===== src/rtl/dvsd_counter_pkg.sv =====
// Shared types and defaults for the up/down counter and its monitor.
// Optional feature macro used by the monitor: DVSD_MON_HOLD_EN.
package dvsd_counter_pkg;

    // Monitor FSM states; encoding 3 is unused and recovers to IDLE.
    typedef enum logic [1:0] {
        IDLE  = 2'd0,
        TRACK = 2'd1,
        FAULT = 2'd2
    } mon_state_t;

    localparam int CNT_WIDTH  = 4;
    localparam int STAT_WIDTH = 8;

endpackage


===== src/rtl/dvsd_sat_counter.sv =====
// Saturating event counter with synchronous clear (clear wins over increment).
module dvsd_sat_counter
    import dvsd_counter_pkg::*;
#(
    parameter int W = STAT_WIDTH
) (
    input  logic         clk_i,
    input  logic         rst_ni,
    input  logic         inc_i,
    input  logic         clr_i,
    output logic [W-1:0] value_o
);

    logic [W-1:0] value_q, value_d;

    // Next value: clear, otherwise increment unless already at all-ones.
    always_comb begin
        value_d = value_q;
        if (clr_i) begin
            value_d = '0;
        end else if (inc_i && (value_q != '1)) begin
            value_d = value_q + 1'b1;
        end
    end

    // Counter register.
    always_ff @(posedge clk_i or negedge rst_ni) begin
        if (!rst_ni) begin
            value_q <= '0;
        end else begin
            value_q <= value_d;
        end
    end

    assign value_o = value_q;

endmodule


===== src/rtl/dvsd_count_monitor.sv =====
// Sequence checker for the up/down counter: verifies each valid sample is the
// previous sample +/- 1 (per the direction seen with the previous sample),
// flags wraps and errors, keeps saturating stats, latches FAULT after
// ERR_LIMIT consecutive errors.
// Optional macro DVSD_MON_HOLD_EN: a repeated value in TRACK is a legal hold.
module dvsd_count_monitor
    import dvsd_counter_pkg::*;
#(
    parameter int WIDTH     = CNT_WIDTH,
    parameter int STAT_W    = STAT_WIDTH,
    parameter int ERR_LIMIT = 3
) (
    input  logic              clk,
    input  logic              reset,
    input  logic              count_valid,
    input  logic [WIDTH-1:0]  count_in,
    input  logic              updown,
    input  logic              clr,
    output logic              wrap_pulse,
    output logic              err_pulse,
    output logic              err_sticky,
    output logic              fault,
    output logic [STAT_W-1:0] wrap_count,
    output logic [STAT_W-1:0] err_count,
    output logic [1:0]        state
);

    localparam logic [WIDTH-1:0] ONE  = WIDTH'(1);
    localparam logic [WIDTH-1:0] VMAX = '1;

    mon_state_t       state_q, state_d;
    logic [WIDTH-1:0] prev_val_q, prev_val_d;
    logic             prev_dir_q, prev_dir_d;
    logic [2:0]       consec_q, consec_d;
    logic             wrap_pulse_q, wrap_pulse_d;
    logic             err_pulse_q, err_pulse_d;
    logic             sticky_q, sticky_d;
    logic             wrap_inc, err_inc;

    logic [WIDTH-1:0] exp_val;
    logic             is_match, is_wrap, is_hold;

    // Expected sample and classification of the current sample.
    always_comb begin
        exp_val  = prev_dir_q ? (prev_val_q + ONE) : (prev_val_q - ONE);
        is_match = (count_in == exp_val);
        // A match from the boundary value in the travel direction is a wrap.
        is_wrap  = is_match && (prev_dir_q ? (prev_val_q == VMAX) : (prev_val_q == '0));
`ifdef DVSD_MON_HOLD_EN
        is_hold  = (count_in == prev_val_q);
`else
        is_hold  = 1'b0;
`endif
    end

    // FSM next state, sample capture, pulses and stat increments.
    always_comb begin
        state_d      = state_q;
        prev_val_d   = prev_val_q;
        prev_dir_d   = prev_dir_q;
        consec_d     = consec_q;
        wrap_pulse_d = 1'b0;
        err_pulse_d  = 1'b0;
        sticky_d     = sticky_q;
        wrap_inc     = 1'b0;
        err_inc      = 1'b0;

        // Every valid sample is captured so checking resyncs after an error.
        if (count_valid) begin
            prev_val_d = count_in;
            prev_dir_d = updown;
        end

        case (state_q)
            IDLE: begin
                consec_d = '0;
                if (count_valid) begin
                    state_d = TRACK;
                end
            end
            TRACK: begin
                if (!count_valid) begin
                    state_d  = IDLE;
                    consec_d = '0;
                end else if (is_hold) begin
                    // Legal hold: nothing to report, streak untouched.
                end else if (is_match) begin
                    consec_d = '0;
                    if (is_wrap) begin
                        wrap_pulse_d = 1'b1;
                        wrap_inc     = 1'b1;
                    end
                end else begin
                    err_pulse_d = 1'b1;
                    sticky_d    = 1'b1;
                    err_inc     = 1'b1;
                    consec_d    = consec_q + 3'd1;
                    if (int'(consec_q) + 1 >= ERR_LIMIT) begin
                        state_d = FAULT;
                    end
                end
            end
            FAULT: begin
                // Frozen until clr.
            end
            default: begin
                state_d  = IDLE;
                consec_d = '0;
            end
        endcase

        // Clear overrides everything decided above in this cycle.
        if (clr) begin
            state_d      = IDLE;
            consec_d     = '0;
            sticky_d     = 1'b0;
            wrap_pulse_d = 1'b0;
            err_pulse_d  = 1'b0;
            wrap_inc     = 1'b0;
            err_inc      = 1'b0;
        end
    end

    // Monitor state registers.
    always_ff @(posedge clk or negedge reset) begin
        if (!reset) begin
            state_q      <= IDLE;
            prev_val_q   <= '0;
            prev_dir_q   <= 1'b0;
            consec_q     <= '0;
            wrap_pulse_q <= 1'b0;
            err_pulse_q  <= 1'b0;
            sticky_q     <= 1'b0;
        end else begin
            state_q      <= state_d;
            prev_val_q   <= prev_val_d;
            prev_dir_q   <= prev_dir_d;
            consec_q     <= consec_d;
            wrap_pulse_q <= wrap_pulse_d;
            err_pulse_q  <= err_pulse_d;
            sticky_q     <= sticky_d;
        end
    end

    dvsd_sat_counter #(.W(STAT_W)) u_wrap_cnt (
        .clk_i   (clk),
        .rst_ni  (reset),
        .inc_i   (wrap_inc),
        .clr_i   (clr),
        .value_o (wrap_count)
    );

    dvsd_sat_counter #(.W(STAT_W)) u_err_cnt (
        .clk_i   (clk),
        .rst_ni  (reset),
        .inc_i   (err_inc),
        .clr_i   (clr),
        .value_o (err_count)
    );

    assign wrap_pulse = wrap_pulse_q;
    assign err_pulse  = err_pulse_q;
    assign err_sticky = sticky_q;
    assign fault      = (state_q == FAULT);
    assign state      = state_q;

endmodule


===== config.mk =====
export PLATFORM = sky130hd
export DESIGN_NAME = dvsd_count_monitor
export DESIGN_NICKNAME = d
export VERILOG_FILES = /design/src/rtl/dvsd_counter_pkg.sv /design/src/rtl/dvsd_sat_counter.sv /design/src/rtl/dvsd_count_monitor.sv
export SDC_FILE = /design/constraint.sdc
export NUM_CORES = 1
export LEC_CHECK = 0
export ABC_AREA = 1
export CORE_MARGIN = 3
export CORE_UTILIZATION = 30
export CTS_BUF_LIST = sky130_fd_sc_hd__clkbuf_8
export DETAILED_ROUTE_END_ITERATION = 10
export HOLD_SLACK_MARGIN = 0.12
export PLACE_DENSITY = 0.5
export SKIP_LAST_GASP = 1
export SYNTH_ARGS = -nofsm -noshare
export SYNTH_HDL_FRONTEND = slang
export SYNTH_HIERARCHICAL = 1
export SYNTH_SLANG_ARGS = --single-unit

===== constraint.sdc =====
create_clock -name clk -period 4.02 [get_ports clk]
set_input_delay 0.603 -clock clk [delete_from_list [all_inputs] [get_ports clk]]
set_output_delay 0.603 -clock clk [all_outputs]
set_load 0.05 [all_outputs]

==> metrics.md <==
| Metric | Value |
|---|---|
| Status | `finished, final reports clean` |
| Crit path arrival time | `about 2.7 ns` |
| H-tree depth | `2` |
| Slew HR | `about 66%` |
| Worst setup SP type | `register` |
| Vias in the first global route | `1675` |
| CP Launch Point | `prev_val_q[0]` |
| Mapped Avg Cell Area | `roughly 7.2 um^2` |
| Crit path max fanout | `5` |
| Setup CP Type | `register to register` |
| Max frequency | `397.6 MHz` |
| Final setup viols | `0` |
| Final setup TNS | `0 ns` |
| Worst vdd ir | `between 0.2 and 0.25 mV` |
| Clock Skews | `0.007181 ns` |
| Ys flop type | `dfrtp_1` |
| Logic pwr share | `29.5%` |
| Critical Path, Cell by Cell | `fa_1 -> xnor2_1 -> nand2_1 -> nor2_2 -> nand3_1 -> nor2_1 -> inv_1 -> a21oi_1 -> nand3_1 -> nand2_1 -> inv_1` |
| Die Wd | `83.20 um` |
| Max Cap Violations | `0` |
| Final ANT Viol Nets | `0` |
| Number of nets produced by synthesis | `264` |
| CTS Buf Count | `5` |
| Net Sw Frac | `between 30% and 40%` |
| CP peak stage delay | `0.59 ns` |
| Setup bufs post-CTS | `0` |
| IO Port Bufs | `30` |
| DRT iter0 DRCs | `63` |
| Starting Density | `31.69%` |
| TritonCTS clock tree | `yes` |
| Hold Path Origin | `err_sticky` |
| # DRC | `0` |
| RSZ-0062 raised after global routing | `no` |
| FF+latch count, synth | `29` |
| First-pass GRT wire length | `7527 um` |
| Setup slack, reg-to-reg | `1.50 ns` |
| Synth cell types | `23` |
| Synth area leader | `dfrtp_1` |
| Post-synthesis cell count | `248` |
| Top post-synthesis cells by count | `nand2_1 (78), inv_1 (34), dfrtp_1 (29)` |
| Tot GR Track Use | `a little over an eighth` |
| Die area | `around 6900 um^2` |
| Post-route cell area | `approximately 2300 um^2` |
| Endpoints failing hold | `0` |
| Core area | `between 5000 and 6000 um^2` |
| Final worst-path cycle share | `62.57%` |
| Yosys top cell area share | `40.59%` |
| Min Clock Period, post-route | `around 2.5 ns` |
| Final slew viol count | `0` |
| Clock root buffer | `clkbuf_8` |
| Synth area leaders | `dfrtp_1 (41%), nand2_1 (16%), nand3_1 (7.3%)` |
| DR vias | `around 1.6k` |
| Pwr dens | `around 360 nW/um^2` |
| Routed len/inst | `11.28 um` |
| CTS Hold Buffers Added | `0` |
| Sequential power share | `a little over two fifths` |
| Most frequent cell after synthesis | `nand2_1` |
| FP Rows | `27` |
| Area grow syn2layout | `27.08%` |
| RD Place Congestion | `between 0.7 and 0.8` |
| Share of layout cells above drive strength 1 | `a little over a tenth` |
| Worst Hold Class | `register to register` |
| WHS | `0.5083 ns` |
| Initial antenna violation count | `0` |
| Clock power frac | `around 28%` |
| Worst-Skew Late Latency | `around 0.28 ns` |
| NetSw | `0.0002987 W` |
| Via density | `4.515` |
| Hpwl dp | `3017 um` |
| Die H | `83.20 um` |
| Yosys Warn Count | `6` |
| Synth Cell Area | `1788 um^2` |
| Nets | `a little over 300` |
| CP Capture Type | `register` |
| Total wire length | `roughly 4000 um` |
| Clock sinks | `29` |
| Number of diodes | `0` |
| R2r startpoint | `prev_val_q[0]` |
| Post-cts resize count | `0` |
| Worst EP required | `4.20 ns` |
| Sequential area share after synthesis | `40.59%` |
| Top Ports | `31` |
| Drt first pass iters | `5` |
| Clock buffer depth | `2` |
| Internal | `0.0005138 W` |
| Clock transition at the registers of the reported paths | `0.07 ns` |
| Slowest cell on the critical path | `fa_1` |
| Largest net degree at the start of global routing | `30` |
| Placed cell area | `2190 um^2` |
| GRT overflow | `0` |
| Worst-margin pin slew | `about 0.51 ns` |
| Lkg Pwr | `between 1 and 1.5 nW` |
| Synth async-reset ratio | `100.0%` |
| Total power | `0.0008125 W` |
| Number of synthesized flops with an enable pin | `0` |
-- power groups by stage --
| stage | Sequential [W] | Clock (W) | Combinational [W] |
|---|---|---|---|
| 3_5_place_dp | 0.000349 | 0 | 0.000244 |
| 6_report | 0.000343 | 0.000230 | 0.000240 |
| 3_3_place_gp | 0.000351 | 0 | 0.000240 |
| 4_1_cts | 0.000344 | 0.000240 | 0.000245 |
| 2_1_floorplan | 0.000402 | 0 | 0.000104 |
| 5_1_grt | 0.000349 | 0.000251 | 0.000268 |
-- state kept, by name (all words and copies together) (netlist names) --
name / count
err_sticky: 1
prev_dir_q: 1
state: 2
u_wrap_cnt/value_o: 8
consec_q: 3
wrap_pulse: 1
err_pulse: 1
u_err_cnt/value_o: 8
prev_val_q: 4
-- metal layers --
| layer | routed length [um] | GRT usage, % | vias to the layer above |
|---|---|---|---|
| li1 | - | - | 852 |
| met1 | 2040 | 16.89 | 727 |
| met2 | 1790 | 21.50 | 34 |
| met3 | 163 | 3.075 | 8 |
| met4 | 57 | 4.458 | 0 |
| met5 | 0 | 0 | - |
-- final cells by class --
cell class | instances | area (um^2)
Timing Repair Buffer | 32 | 315.3
Tap cell | 72 | 90.09
Fill cell | 597 | 3369
Inverter | 39 | 156.4
Multi-Input combinational cell | 179 | 902.1
Clock buffer | 5 | 68.82
Clock inverter | 3 | 13.76
Sequential cell | 29 | 725.7
-- cell families (layout without fill, tap and decap cells) --
| group | count (synthesis) | after routing | share of synthesized area, % |
|---|---|---|---|
| AOI/OAI and AO/OA | 27 | 27 | 8.677 |
| adders and majority gates | 7 | 7 | 5.318 |
| buffers and inverters | 40 | 79 | 8.957 |
| and+or+nand+nor | 142 | 142 | 34.99 |
| xor gates and xnor gates | 3 | 3 | 1.470 |
| DFF | 29 | 29 | 40.59 |
-- worst max-delay path: cells and delay by family, from the launching register on --
family	cells	cell delay (ns)
adders and majority gates	1	0.59
AOI/OAI and AO/OA	1	0.31
buffers and inverters	2	0.13
and+or+nand+nor	6	0.81
DFF	1	0.45
xor gates and xnor gates	1	0.13
-- through the flow --
| stage | std cells | setup WS, ns | util, % |
|---|---|---|---|
| finish | 359 | 1.505 | 40.28 |
| floorplan | 248 | 1.838 | - |
| detailed placement | 351 | 1.246 | 38.81 |
| global route | 359 | 1.131 | 40.28 |
| global placement | 351 | 1.347 | 38.81 |
| CTS | 359 | 1.462 | 40.28 |
-- placed cells by master, fill, tap and decap left out, types with 6 or more instances in the layout --
| master | n |
|---|---|
| nand2_1 | 78 |
| inv_1 | 35 |
| clkdlybuf4s50_1 | 30 |
| dfrtp_1 | 29 |
| nand3_1 | 26 |
| nor2_1 | 17 |
| a21oi_1 | 10 |
| nand2_2 | 6 |
| nor3_1 | 6 |
| ha_1 | 6 |
-- path summary, 6_finish.rpt --
path	to	depth (start not counted)
min	err_sticky	2
max in group asynchronous	u_err_cnt/value_o[0]	2
min reg2reg	err_sticky	2
max	u_wrap_cnt/value_o[7]	11
max reg2reg	u_wrap_cnt/value_o[7]	11
min in group asynchronous	prev_val_q[3]	2
Note: power is estimated with default switching activity, not from simulation.
